File: src/rtl/pc_ctrl_pkg.sv
// pc_ctrl_pkg: shared definitions for the program-counter control stage.
//   - state_t           : fetch-control FSM states (BOOT, RUN, REDIRECT, TRAP)
//   - INSN_STEP         : sequential fetch increment in bytes
//   - DEFAULT_RESET_VEC : default PC loaded on reset
//   - resolve_f         : whether the EX instruction redirects fetch
package pc_ctrl_pkg;

  typedef enum logic [1:0] {
    BOOT     = 2'd0,
    RUN      = 2'd1,
    REDIRECT = 2'd2,
    TRAP     = 2'd3
  } state_t;

  localparam logic [31:0] INSN_STEP         = 32'd4;
  localparam logic [31:0] DEFAULT_RESET_VEC = 32'h0000_0000;

  // A valid EX instruction redirects fetch when it is a taken branch or any jump.
  function automatic logic resolve_f(input logic ex_valid, input logic branch,
                                     input logic taken, input logic jump);
    return ex_valid && ((branch && taken) || jump);
  endfunction

endpackage

File: src/rtl/pc_target.sv
// pc_target: combinational redirect-target computation.
//   jalr       in  : select register-relative (JALR) form
//   ex_pc      in  : PC of the EX instruction
//   ex_imm     in  : sign-extended immediate
//   ex_rs1     in  : rs1 operand for JALR
//   target     out : redirect address (JALR form has bit 0 cleared)
//   misaligned out : target is not 4-byte aligned (bit 1 set)
module pc_target
  import pc_ctrl_pkg::*;
#(
  parameter int XLEN = 32
) (
  input  logic            jalr,
  input  logic [XLEN-1:0] ex_pc,
  input  logic [XLEN-1:0] ex_imm,
  input  logic [XLEN-1:0] ex_rs1,
  output logic [XLEN-1:0] target,
  output logic            misaligned
);

  logic [XLEN-1:0] sum_s;

  // Modular add of base and immediate; JALR clears the LSB of the sum.
  always_comb begin
    sum_s      = {XLEN{1'b0}};
    target     = {XLEN{1'b0}};
    misaligned = 1'b0;
    if (jalr) begin
      sum_s  = ex_rs1 + ex_imm;
      target = {sum_s[XLEN-1:1], 1'b0};
    end else begin
      sum_s  = ex_pc + ex_imm;
      target = sum_s;
    end
    // Bit 0 is even by construction (JALR clears it, other immediates are even),
    // so only bit 1 can make the target misaligned.
    misaligned = target[1];
  end

endmodule

File: src/rtl/pc_ctrl.sv
// pc_ctrl: program-counter control stage.
// Holds the fetch PC, advances it by 4 per accepted fetch, redirects on a taken
// branch or jump resolved in EX (one-cycle flush plus one bubble), and halts
// fetch with a sticky trap on a misaligned target.
// Optional feature (macro PC_PERF_CNT_EN): branch and taken-branch counters.
// Ports:
//   clk, rst        : clock, asynchronous active-high reset
//   pc, pc_valid    : fetch address and request valid
//   pc_ready        : fetch memory accepts pc
//   stall           : hold sequential advance
//   ex_valid, branch, taken, jump, jalr : EX control inputs
//   ex_pc, ex_imm, ex_rs1               : EX operands for target
//   flush           : kill IF/ID contents (one cycle)
//   misalign        : sticky instruction-address-misaligned trap
//   br_cnt, br_taken_cnt (PC_PERF_CNT_EN only) : branch counters
module pc_ctrl
  import pc_ctrl_pkg::*;
#(
  parameter int              XLEN      = 32,
  parameter logic [XLEN-1:0] RESET_VEC = DEFAULT_RESET_VEC
) (
  input  logic            clk,
  input  logic            rst,
  output logic [XLEN-1:0] pc,
  output logic            pc_valid,
  input  logic            pc_ready,
  input  logic            stall,
  input  logic            ex_valid,
  input  logic            branch,
  input  logic            taken,
  input  logic            jump,
  input  logic            jalr,
  input  logic [XLEN-1:0] ex_pc,
  input  logic [XLEN-1:0] ex_imm,
  input  logic [XLEN-1:0] ex_rs1,
  output logic            flush,
  output logic            misalign
`ifdef PC_PERF_CNT_EN
  ,
  output logic [31:0]     br_cnt,
  output logic [31:0]     br_taken_cnt
`endif
);

  state_t          state_r;
  logic            resolve_s;
  logic [XLEN-1:0] target_s;
  logic            misaligned_s;

  assign resolve_s = resolve_f(ex_valid, branch, taken, jump);

  pc_target #(.XLEN(XLEN)) u_pc_target (
    .jalr       (jalr),
    .ex_pc      (ex_pc),
    .ex_imm     (ex_imm),
    .ex_rs1     (ex_rs1),
    .target     (target_s),
    .misaligned (misaligned_s)
  );

  // Fetch-control FSM with registered pc, pc_valid, flush and misalign.
  always_ff @(posedge clk or posedge rst) begin
    if (rst) begin
      state_r  <= BOOT;
      pc       <= RESET_VEC;
      pc_valid <= 1'b0;
      flush    <= 1'b0;
      misalign <= 1'b0;
    end else begin
      case (state_r)
        BOOT: begin
          state_r  <= RUN;
          pc_valid <= 1'b1;
          flush    <= 1'b0;
        end
        RUN: begin
          if (resolve_s && misaligned_s) begin
            // Trap keeps the current pc; fetch stops for good.
            state_r  <= TRAP;
            misalign <= 1'b1;
            flush    <= 1'b1;
            pc_valid <= 1'b0;
          end else if (resolve_s) begin
            // Redirect wins over stall and pc_ready.
            state_r  <= REDIRECT;
            pc       <= target_s;
            flush    <= 1'b1;
            pc_valid <= 1'b0;
          end else if (pc_ready && !stall) begin
            pc       <= pc + XLEN'(INSN_STEP);
            flush    <= 1'b0;
          end else begin
            flush    <= 1'b0;
          end
        end
        REDIRECT: begin
          // Bubble cycle: the EX instruction is being flushed, so resolve is ignored.
          state_r  <= RUN;
          flush    <= 1'b0;
          pc_valid <= 1'b1;
        end
        TRAP: begin
          flush    <= 1'b0;
          pc_valid <= 1'b0;
          misalign <= 1'b1;
        end
        default: begin
          state_r  <= BOOT;
          flush    <= 1'b0;
          pc_valid <= 1'b0;
        end
      endcase
    end
  end

`ifdef PC_PERF_CNT_EN
  // Branch statistics, counted only while fetch is running.
  always_ff @(posedge clk or posedge rst) begin
    if (rst) begin
      br_cnt       <= 32'd0;
      br_taken_cnt <= 32'd0;
    end else if ((state_r == RUN) && ex_valid && branch) begin
      br_cnt <= br_cnt + 32'd1;
      if (taken) begin
        br_taken_cnt <= br_taken_cnt + 32'd1;
      end else begin
        br_taken_cnt <= br_taken_cnt;
      end
    end else begin
      br_cnt       <= br_cnt;
      br_taken_cnt <= br_taken_cnt;
    end
  end
`endif

endmodule

File: config.mk
export PLATFORM = sky130hd
export DESIGN_NAME = pc_ctrl
export DESIGN_NICKNAME = d
export VERILOG_FILES = /design/src/rtl/pc_ctrl_pkg.sv /design/src/rtl/pc_target.sv /design/src/rtl/pc_ctrl.sv
export SDC_FILE = /design/constraint.sdc
export NUM_CORES = 1
export LEC_CHECK = 0
export CAP_MARGIN = 25
export CORE_MARGIN = 1
export CORE_UTILIZATION = 34
export DETAILED_ROUTE_END_ITERATION = 6
export RECOVER_POWER = 100
export SYNTH_ARGS = -nofsm -noshare
export SYNTH_HDL_FRONTEND = slang
export SYNTH_HIERARCHICAL = 1
export SYNTH_SLANG_ARGS = --single-unit
File: constraint.sdc
create_clock -name clk -period 5.53 [get_ports clk]
set_input_delay 1.106 -clock clk [delete_from_list [all_inputs] [get_ports clk]]
set_output_delay 1.106 -clock clk [all_outputs]
set_load 0.02 [all_outputs]
==> key figures <==
STA
  • Final Skew: 0.007425 ns
  • Max Fclk: 0.2136 GHz
  • Final worst-path cycle share: 84.65%
  • Slew Viols, Final: 38
  • RSZ-0062 raised after global routing: no
  • Final setup TNS: 0 ns
  • Crit path time final: 4.681 ns
  • Hold Vio Cnt, Final: 0
  • Least-Margin Pin Slew: 2.080 ns
  • Slew headroom: -38.67%
  • # setup viols final: 0

Synthesis
  • Synth unique cells: 77
  • Proportion of synthesized chip area in sequential cells: 15.72%
  • Area contributors post-synth: dfrtp_1 (16%), ha_1 (13%), a21oi_1 (8.8%), nand2_1 (5.2%), o21ai_0 (4.8%)
  • Synth top cells by count: a21oi_1 (104), nand2_1 (81), ha_1 (62), o21ai_0 (56), nor2_1 (50)
  • Adder-cell area share of the yosys netlist: 13.85%
  • Largest area contributor in the netlist: dfrtp_1
  • Top_reg_cell synth: dfrtp_1
  • Number of synthesized flops with an enable pin: 0
  • Largest family of logic cells by synthesized area: compound AO/OA/AOI/OAI gates
  • Compound-Gate Fraction of Synth Area: 35.52%
  • Syn Area/Cell: 7.560 um^2
  • Post-synthesis xor/xnor area fraction: 8.031%
  • Synthesized instance count: 779
  • Most common cell in the netlist: a21oi_1
  • Simple-gate share of the synthesized area: 21.39%
  • Synthesized flop and latch total: 37
  • Post-synthesis mux area share: 1.615%
  • Proportion of netlist area held by the largest area contributor: 15.72%
  • Synth Warn #: 6
  • Syn nets: 948
  • Synth Cell Area: 5889 um^2
  • Async S/R FF share, synth: 100.0%

Status
  • Status: finished with violations
  • Failing checks: max-capacitance violations, max-slew violations

GRT
  • First-pass GRT wire length: 29820 um
  • Largest net degree at the start of global routing: 68
  • Number of global-route vias before repair: 5874
  • Antenna violations before repair: 0
  • Gr usage total: 20.40%
  • Overflow after GRT: 0

Clocking
  • Worst-Skew Late Latency: 0.29 ns
  • H-tree depth: 2
  • Clock Tree Buf Depth: 2
  • Num Clock Sinks: 37
  • Num CTS Buffers: 5
  • Resize count post-CTS: 0
  • Clk pin slew, worst setup/hold paths: 0.05 ns
  • CTS tree: yes
  • CTS Hold Bufs: 0
  • CTS root buf: clkbuf_16
  • Setup bufs post-CTS: 0

Detailed routing
  • Initial DRC Count: 564
  • Via count: 6321
  • WL final: 18310 um
  • DRT Pass-1 Iters: 5
  • Routed WL per cell: 16.39 um
  • DRC viols: 0
  • Vias/cell: 5.659
  • Post-route ant nets: 0

Die
  • Ports: 140
  • Core Rows: 47
  • Initial Util: 35.14%
  • DIE AREA: 17850 um^2
  • Die height: 133.6 um
  • Core box area: 16760 um^2
  • DIE WIDTH: 133.6 um

Setup path
  • CP required: 5.75 ns
  • R2R depth: 6
  • Cell depth of the worst setup path: 14
  • CP max stage delay: 0.63 ns
  • Reg2reg start: state_r[1]
  • Highest-delay cell along the critical path: dlygate4sd3_1
  • Crit path cell chain: dlygate4sd3_1 -> ha_1 -> a21o_1 -> and4_1 -> o21ai_0 -> o21ai_0 -> a221oi_1 -> o211ai_1 -> a21oi_1 -> xor2_1 -> o21ai_1 -> nor2_1 -> a21oi_1 -> o22a_1
  • CP Launch Type: input port
  • Crit path capture: pc[21]
  • Worst setup path class: input port to register
  • Buf/Inv on CP: 1
  • Critical R2R Capture: pc[5]
  • CP top delay family: compound AO/OA/AOI/OAI gates
  • Crit path from: ex_imm[1]
  • Worst endpoint data arrival time: 4.90 ns
  • Top fanout value on the critical path: 4
  • R2R Setup Slk: 3.43 ns
  • Crit end category: register

Min path
  • HP Class: register to register
  • Worst Min Path Start: state_r[0]

Power
  • Maximum vdd ir drop: 0.1721 mV
  • Pwr/cell area: 238.6 nW/um^2
  • P_leak: 3.189 nW
  • Final Power: 0.001804 W

Placement
  • HPWL after detailed placement: 14620 um
  • PortBufs: 139
  • RD Place Congestion: 0.8469

Layout
  • Util after Layout: 45.10%
  • Nets: 1065
  • Syn-to-layout area delta: 28.34%
  • Ant diodes: 0
  • Share of cells above drive strength 1: 4.905%

Flow run
  • Max-Cap Viols: 1
[how the worst min path moves through the flow]
| stage | end | slack, ns | cells past startpoint |
|---|---|---|---|
| 6_report | pc_valid | 0.45 | 1 |
| 5_1_grt | pc_valid | 0.48 | 1 |
| 4_1_cts | pc_valid | 0.46 | 1 |
| 3_5_place_dp | pc_valid | 0.45 | 1 |
| 3_3_place_gp | pc_valid | 0.45 | 1 |
| 2_1_floorplan | pc_valid | 0.43 | 1 |
[layout by cell type (no fill, tap or decap), types with 8 or more instances in the layout]
cell               n
nor2_1            50
nand4_1           17
and2_1             8
o21ai_1            9
dlygate4sd3_1     39
inv_1             17
o21ai_0           60
dfrtp_1           37
clkdlybuf4s50_1   99
a21o_1            28
nand3_1           27
a2bb2oi_1         12
o21bai_1           9
nor2b_1           10
a21oi_1          104
ha_1              62
and3_1             9
o22ai_1           10
nor3_1            10
xnor2_1           29
nand2_1           81
xor2_1            25
[state kept, by name, summed over array words and instances, names as in the netlist]
signal    count
pc_valid      1
state_r       2
pc           32
flush         1
misalign      1
[area by class of cell]
cell class              instances  area [um^2]
repair buffers                146         1431
clock inverters                 1        30.03
multi-input cells             688         4686
fillers                      1709         9201
clock buffers                   7        142.6
inverters                      18        67.56
flip-flops and latches         37        925.9
well taps                     220        275.3
[routing by layer]
| layer | up-vias | track usage [%] | wire [um] |
|---|---|---|---|
| li1 | 3179 | - | - |
| met2 | 188 | 31.34 | 7929 |
| met3 | 13 | 1.712 | 881 |
| met4 | 0 | 4.609 | 268 |
| met5 | - | 0 | 0 |
| met1 | 2941 | 30.58 | 9230 |
[power breakdown]
part           switching, W  internal (W)  leakage, nW
Sequential         0.000130      0.000358        0.466
Combinational      0.000530      0.000451         2.64
Clock              0.000109      0.000225       0.0841
[stage by stage]
stage | hold slack, ns | area, um^2 | std cells | setup WS (ns)
floorplan | 0.4253 | 5889 | 779 | 1.824
global placement | 0.4454 | 7446 | 1109 | 1.147
detailed placement | 0.4537 | 7446 | 1109 | 1.078
CTS | 0.4615 | 7619 | 1117 | 1.345
global route | 0.4823 | 7559 | 1117 | 0.6253
finish | 0.4532 | 7559 | 1117 | 0.8488
[worst reg2reg max path, delay by kind of cell, from the launching register on]
family          cells  cell delay, ns
compound gates      3            0.82
buf+inv             2            0.62
flops               1            0.38
simple gates        1            0.20
[cells by family after synthesis]
logic type / Yosys count
fa+ha+maj: 64
flops: 37
simple gates: 247
compound gates: 314
mux: 9
buf+inv: 54
xor+xnor: 54
No activity file was read; power rests on OpenSTA's default activity.
